===== src/rtl/wb_write_queue.sv =====
// wb_write_queue: in-order writeback buffer in front of the register file
// write port, with two bypass lookup ports over the pending entries.
module wb_write_queue #(
  parameter int BITWIDTH = 16,
  parameter int DEPTH    = 4
) (
  input  logic                clk,
  input  logic                rst,
  input  logic                memValid,
  input  logic [2:0]          memRegSel,
  input  logic [BITWIDTH-1:0] memData,
  input  logic                aluValid,
  input  logic [2:0]          aluRegSel,
  input  logic [BITWIDTH-1:0] aluData,
  output logic                stall,
  output logic                writeEn,
  output logic [2:0]          writeRegSel,
  output logic [BITWIDTH-1:0] writeData,
  input  logic [2:0]          lookup1RegSel,
  output logic                lookup1Hit,
  output logic [BITWIDTH-1:0] lookup1Data,
  input  logic [2:0]          lookup2RegSel,
  output logic                lookup2Hit,
  output logic [BITWIDTH-1:0] lookup2Data,
  output logic                err
);

  localparam int PW = (DEPTH > 1) ? $clog2(DEPTH) : 1;
  localparam int CW = PW + 1;

  typedef logic [PW-1:0] ptr_t;
  typedef logic [CW-1:0] cnt_t;

  logic [2:0]          rsel_q [DEPTH];
  logic [BITWIDTH-1:0] data_q [DEPTH];

  ptr_t head;
  ptr_t tail;
  ptr_t tail_alu;
  cnt_t count;
  cnt_t free;
  logic pop;
  logic push_mem;
  logic push_alu;

  assign pop   = (count != '0);
  assign free  = cnt_t'(DEPTH) - count + cnt_t'(pop);
  assign stall = (free < cnt_t'(2));

  // a stalled cycle drops both pushes together
  assign push_mem = memValid & ~stall;
  assign push_alu = aluValid & ~stall;
  assign tail_alu = tail + ptr_t'(push_mem);

  always_ff @(posedge clk) begin
    if (rst) begin
      head  <= '0;
      tail  <= '0;
      count <= '0;
      err   <= 1'b0;
    end else begin
      head  <= head + ptr_t'(pop);
      tail  <= tail + ptr_t'(push_mem)
                    + ptr_t'(push_alu);
      count <= count + cnt_t'(push_mem)
                     + cnt_t'(push_alu)
                     - cnt_t'(pop);
      if (stall && (memValid || aluValid))
        err <= 1'b1;
    end
  end

  always_ff @(posedge clk) begin
    if (push_mem) begin
      rsel_q[tail] <= memRegSel;
      data_q[tail] <= memData;
    end
    if (push_alu) begin
      rsel_q[tail_alu] <= aluRegSel;
      data_q[tail_alu] <= aluData;
    end
  end

  assign writeEn     = pop;
  assign writeRegSel = pop ? rsel_q[head] : '0;
  assign writeData   = pop ? data_q[head] : '0;

  // scan oldest to youngest so the youngest match wins
  always_comb begin
    lookup1Hit  = 1'b0;
    lookup1Data = '0;
    lookup2Hit  = 1'b0;
    lookup2Data = '0;
    for (int i = 0; i < DEPTH; i++) begin
      if (cnt_t'(i) < count) begin
        if (rsel_q[head + ptr_t'(i)] == lookup1RegSel) begin
          lookup1Hit  = 1'b1;
          lookup1Data = data_q[head + ptr_t'(i)];
        end
        if (rsel_q[head + ptr_t'(i)] == lookup2RegSel) begin
          lookup2Hit  = 1'b1;
          lookup2Data = data_q[head + ptr_t'(i)];
        end
      end
    end
  end

endmodule


===== config.mk =====
export PLATFORM = sky130hd
export DESIGN_NAME = wb_write_queue
export DESIGN_NICKNAME = d
export VERILOG_FILES = /design/src/rtl/wb_write_queue.sv
export SDC_FILE = /design/constraint.sdc
export NUM_CORES = 1
export LEC_CHECK = 0
export CAP_MARGIN = 10
export CORE_MARGIN = 2
export CORE_UTILIZATION = 55
export DETAILED_ROUTE_END_ITERATION = 16
export PLACE_DENSITY = 0.81
export SLEW_MARGIN = 15
export SYNTH_ARGS = -nofsm -noshare
export SYNTH_HDL_FRONTEND = slang
export SYNTH_SLANG_ARGS = --single-unit
export TNS_END_PERCENT = 10

===== constraint.sdc =====
create_clock -name clk -period 3.7 [get_ports clk]
set_clock_uncertainty 0.2 [all_clocks]
set_input_delay 0.37 -clock clk [delete_from_list [all_inputs] [get_ports clk]]
set_output_delay 0.37 -clock clk [all_outputs]
set_load 0.005 [all_outputs]

### Word level (Yosys, flattened, before mapping)

Memories as Yosys holds them, arrays and structs flattened. A register that Yosys moved wholly into a read port is not among the register bits.
Cells that the tools add are included.

* bits of input ports: 48
* memories: 2
* flip-flop bits (word level): 8
* output and inout bits: 56
* memory bits (writable): 76

Memories
* data_q: depth 4, bits a word 16, rd ports 4, clocked after Yosys merged registers in 1, write ports 2, RTL line 35 `logic [BITWIDTH-1:0] data_q [DEPTH];`
* rsel_q: depth 4, bits a word 3, rd ports 4, clocked after Yosys merged registers in 1, write ports 2, RTL line 34 `logic [2:0] rsel_q [DEPTH];`

* add/sub/neg operators: 11
* reductions and logical operators: 3
* mux-type cells: 40
* bitwise logic cells: 3
* magnitude comparators: 5
* equal/unequal tests: 8

Operators with widths (count)
* two-way mux 16 bit: 17
* equality test 3 bit: 8
* two-way mux 1 bit: 20
* adder 3 x 1 -> 3 bit: 3
* adder 2 x 1 -> 2 bit: 3
* less-than comparator 1 x 3 -> 1 bit, first input constant: 2
* less-than comparator 2 x 3 -> 1 bit, first input constant: 2
* adder 2 bit, second input constant: 2
* two-way mux 2 bit: 2
* less-than comparator 3 x 2 -> 1 bit, second input constant: 1
* two-way mux 3 bit: 1
* nonzero test 3 bit: 1
* subtractor 3 x 1 -> 3 bit: 1
* subtractor 3 bit, first input constant: 1
* adder 2 x 1 -> 2 bit, second input constant: 1
* AND 1 bit: 2
* logical AND 1 bit: 1
* logical OR 1 bit: 1
* inverter 1 bit: 1

### Logic depth before layout (Yosys ltp)

* word-level depth: 9
* gate-level depth with buffers: 10

### Worst setup path before layout

No wires, ideal clock.

* path type: register to register
* start: reg count[1]
* end: mem data_q[2][0] (enable)
* path buffers: 1
* stages on the path, launching flop included: 11
* arrival: 2.705 ns
* required time: 2.999 ns
* clock period less this slack: 3.405 ns
* slack: 0.295 ns
* path through: dfxtp_1 > inv_1 > ha_1 > xor2_1 > o21ai_0 > inv_1 > ha_1 > xor2_1 > nand2_1 > clkbuf_1 > o21ai_0

RTL lines
* start, declared: RTL line 40 `cnt_t count;`
* start signal, assigned: RTL line 65 `count <= count + cnt_t'(push_mem)`
* end, declared: RTL line 35

### Worst setup path in the final report

* start: reg head[1]
* end: out lookup1Data[12]

* longest elaborated chain between the ends: 9
* elaborated cells on any way between the ends: 14

Ends and longest elaborated chain
* start, declared: RTL line 37 `ptr_t head;`
* start signal, assigned: RTL line 62 `head <= head + ptr_t'(pop);`
* adder 2 x 1 -> 2 bit: RTL line 96, 98
* memory read (4 x 3 bit)
* equality test 3 bit: RTL line 96 `if (rsel_q[head + ptr_t'(i)] == lookup1RegSel) begin`
* two-way mux 16 bit: RTL line 96
* two-way mux 16 bit: RTL line 95 `if (cnt_t'(i) < count) begin`
* two-way mux 16 bit: RTL line 96
* two-way mux 16 bit: RTL line 95
* two-way mux 16 bit: RTL line 96
* two-way mux 16 bit *: RTL line 95
* end, declared: RTL line 21 `output logic [BITWIDTH-1:0] lookup1Data,`

Mark *: on every way between the ends. The rest lies on a longest branch, timed or not.

==> flow_summary.yaml <==
outcome:
  status: "completed"
finish:
  num_antenna_cells: 0
  post-route-util: 0.699
  fillers: 847
  final_area_um2: 8330
  layout-drive-gt1-share: 0.224
  nets: 789
  area_growth_pct: 24.7
routing:
  drt-vias-per-instance: 6.56
  wire_per_inst_um: 21.7
  initialDrtViolationCount: 844
  antenna_left: 0
  num_vias: 5803
  drc: 0
  wl_um: 19200
  dr.pass1.iters: 6
die:
  die_x_um: 114
  core_um2: 11900
  fp.dieH_um: 114
  die_area_um2: 13000
  rows: 40
  ios: 104
  start_util: 0.561
power_and_ir_drop:
  leakagePower_nw: 3.05
  total_power_mw: 7.65
  vdd_ir_drop_max_mv: 0.498
  p_per_area_nw_per_um2: 918
sta:
  finalMaxSlewViolations: 0
  slew_headroom: 0.604
  final.period_utilization: 0.991
  final_hold_viol_count: 0
  worst_slew_pin_slew_ns: 0.588
  setup_viol: 0
  whs_ns: 0.264
  fmax_mhz: 273
  grt_setup_unrepaired: "yes"
  min_period_ns: 3.67
  layout_setup_ws_ns: 0.0337
global_route:
  grt_max_degree: 95
  grtUsageTotal: 0.292
  antenna_found_initial: 0
  overflow: 0
  grt_first_pass_wirelength_um: 29500
  grt_pass1_vias: 5357
place:
  dp_hpwl_um: 13800
  gp_congestion: 0.963
  post-place-ws_ns: 0.254
  io_buffers: 103
  dpl_cell_area_um2: 7930
clock_network:
  ctsRootBufferMaster: "clkbuf_16"
  cts_max_level: 3
  clk_latency_ns: 0.34
  cts.sinks: 84
  tritoncts: "done"
  clkTransAtPathRegs_ns: 0.07
  cts_buffers: 9
  cts-hold-fix-buffers: 0
  cts_max_path_buffers: 2
critical_path:
  critPathLaunchType: "flip-flop"
  crit_path_end_kind: "output pin"
  cp_max_fo: 16
  path_class: "reg -> out"
  crit_required_ns: 3.13
  crit_arrival_ns: 3.10
synthesis:
  yosysWarningCount: 0
  synth_cell_type_count: 40
  synthCells: 639
  synth_area_um2: 6680
  synth_nets: 696
  yosys_register_bits: 84
  yosysSeqAreaShare: 0.366
  syn_area_per_cell_um2: 10.5
worst_hold_path:
  hp-class: "reg -> reg"
run:
  drv_cap: 0
state kept, by name (all words and copies together), names as in the netlist:
register,flops
head,2
rsel_q,12
err,1
data_q,64
count,3
tail,2
power by group:
group / switching [mW] / internal (mW)
clock: 0.378 / 0.461
sequential: 0.274 / 1.45
combinational: 2.64 / 2.44
total: 3.29 / 4.36
cells by family after synthesis:
family	share of synthesized area
compound gates	0.172
buf+inv	0.0393
xor+xnor	0.0380
flops	0.366
other cells	0.000561
fa+ha+maj	0.0191
mux	0.279
simple gates	0.0863
layout make-up:
cell class / instances / area, um2 / area share
Timing Repair Buffer: 134 / 1370 / 0.165
Clock buffer: 10 / 229 / 0.0275
Clock inverter: 6 / 48.8 / 0.00586
Multi-Input combinational cell: 493 / 4010 / 0.481
Sequential cell: 84 / 2450 / 0.294
Inverter: 10 / 37.5 / 0.00451
Tap cell: 147 / 184 / 0.0221
critical path: stages, from the launching register on:
cell,delay [ns]
dfxtp_4,0.42
buf_4,0.13
mux2_2,0.35
mux2i_2,0.19
buf_4,0.19
xnor2_1,0.12
nor4_4,0.24
buf_6,0.21
a221oi_1,0.11
o22ai_1,0.23
clkdlybuf4s50_1,0.55
Yosys cell counts:
library cell | instances | area [um2]
dfxtp_1 | 8 | 160
ha_1 | 7 | 87.6
inv_2 | 1 | 3.75
and3b_1 | 1 | 8.76
a21oi_1 | 49 | 245
nor3_1 | 2 | 10.0
and2_1 | 16 | 100
o21ai_0 | 51 | 255
o311ai_0 | 1 | 8.76
o21ai_1 | 1 | 5.00
conb_1 | 1 | 3.75
inv_1 | 9 | 33.8
fa_1 | 2 | 40.0
nand2_1 | 23 | 86.3
a221oi_2 | 1 | 15.0
o31ai_1 | 1 | 7.51
mux2i_1 | 59 | 591
mux2_2 | 98 | 1100
buf_6 | 2 | 22.5
nor3b_1 | 2 | 15.0
a221oi_1 | 31 | 272
buf_2 | 12 | 60.1
xor2_1 | 21 | 184
o22ai_1 | 32 | 200
buf_1 | 6 | 22.5
nand3_1 | 4 | 20.0
a211oi_4 | 1 | 20.0
a41oi_1 | 1 | 8.76
nor2b_1 | 22 | 138
clkbuf_1 | 32 | 120
nor4b_4 | 1 | 23.8
edfxtp_1 | 76 | 2280
nor4_4 | 2 | 42.5
nand4_1 | 4 | 25.0
mux4_2 | 5 | 113
nor2_1 | 24 | 90.1
mux2_1 | 5 | 56.3
xnor2_1 | 8 | 70.1
and4_1 | 2 | 17.5
a211oi_1 | 15 | 113
worst paths after layout:
path         startpoint              end  slack (ns)  depth (start not counted)
max             head[1]  lookup1Data[12]        0.03                         10
min                 err              err        0.26                          2
max reg2reg    count[1]    data_q[2][14]        0.40                         10
min reg2reg         err              err        0.26                          2
placed cells by master (no fill, tap or decap), drive strengths merged:
cell type / instances
dlymetal6s2s: 11
nor4b: 1
clkbuf: 10
o31ai: 1
clkdlybuf4s50: 92
nand3: 4
o22ai: 32
a221oi: 32
clkinv: 5
nand4: 4
ha: 7
inv: 11
xor2: 21
nor3: 2
and3b: 1
and2: 16
nor3b: 2
and4: 2
o21ai: 52
a211oi: 16
conb: 1
mux2i: 59
nor2: 24
buf: 31
mux4: 5
fa: 2
edfxtp: 76
a21oi: 49
o311ai: 1
xnor2: 8
nor2b: 22
nor4: 2
mux2: 103
a41oi: 1
nand2: 23
dfxtp: 8
metal layers:
metal | GRT usage | share of wire
met1 | 0.448 | 0.43
met2 | 0.413 | 0.44
met3 | 0.0672 | 0.11
met4 | 0.0829 | 0.013
met5 | 0 | 0
repair_timing:
item | CTS | global route
setup endpoints to repair | 15 | 34
setup buffers | 4 | 2
gates resized for setup | 0 | 23
pin swaps | 0 | 5
metrics by stage:
stage / std cells / TNS, ns
after floorplan: 639 / 0
after global placement: 862 / 0
after detailed placement: 862 / 0
after CTS: 882 / 0
after global routing: 884 / -0.770
final: 884 / 0
No activity file was read; power rests on OpenSTA's default activity.
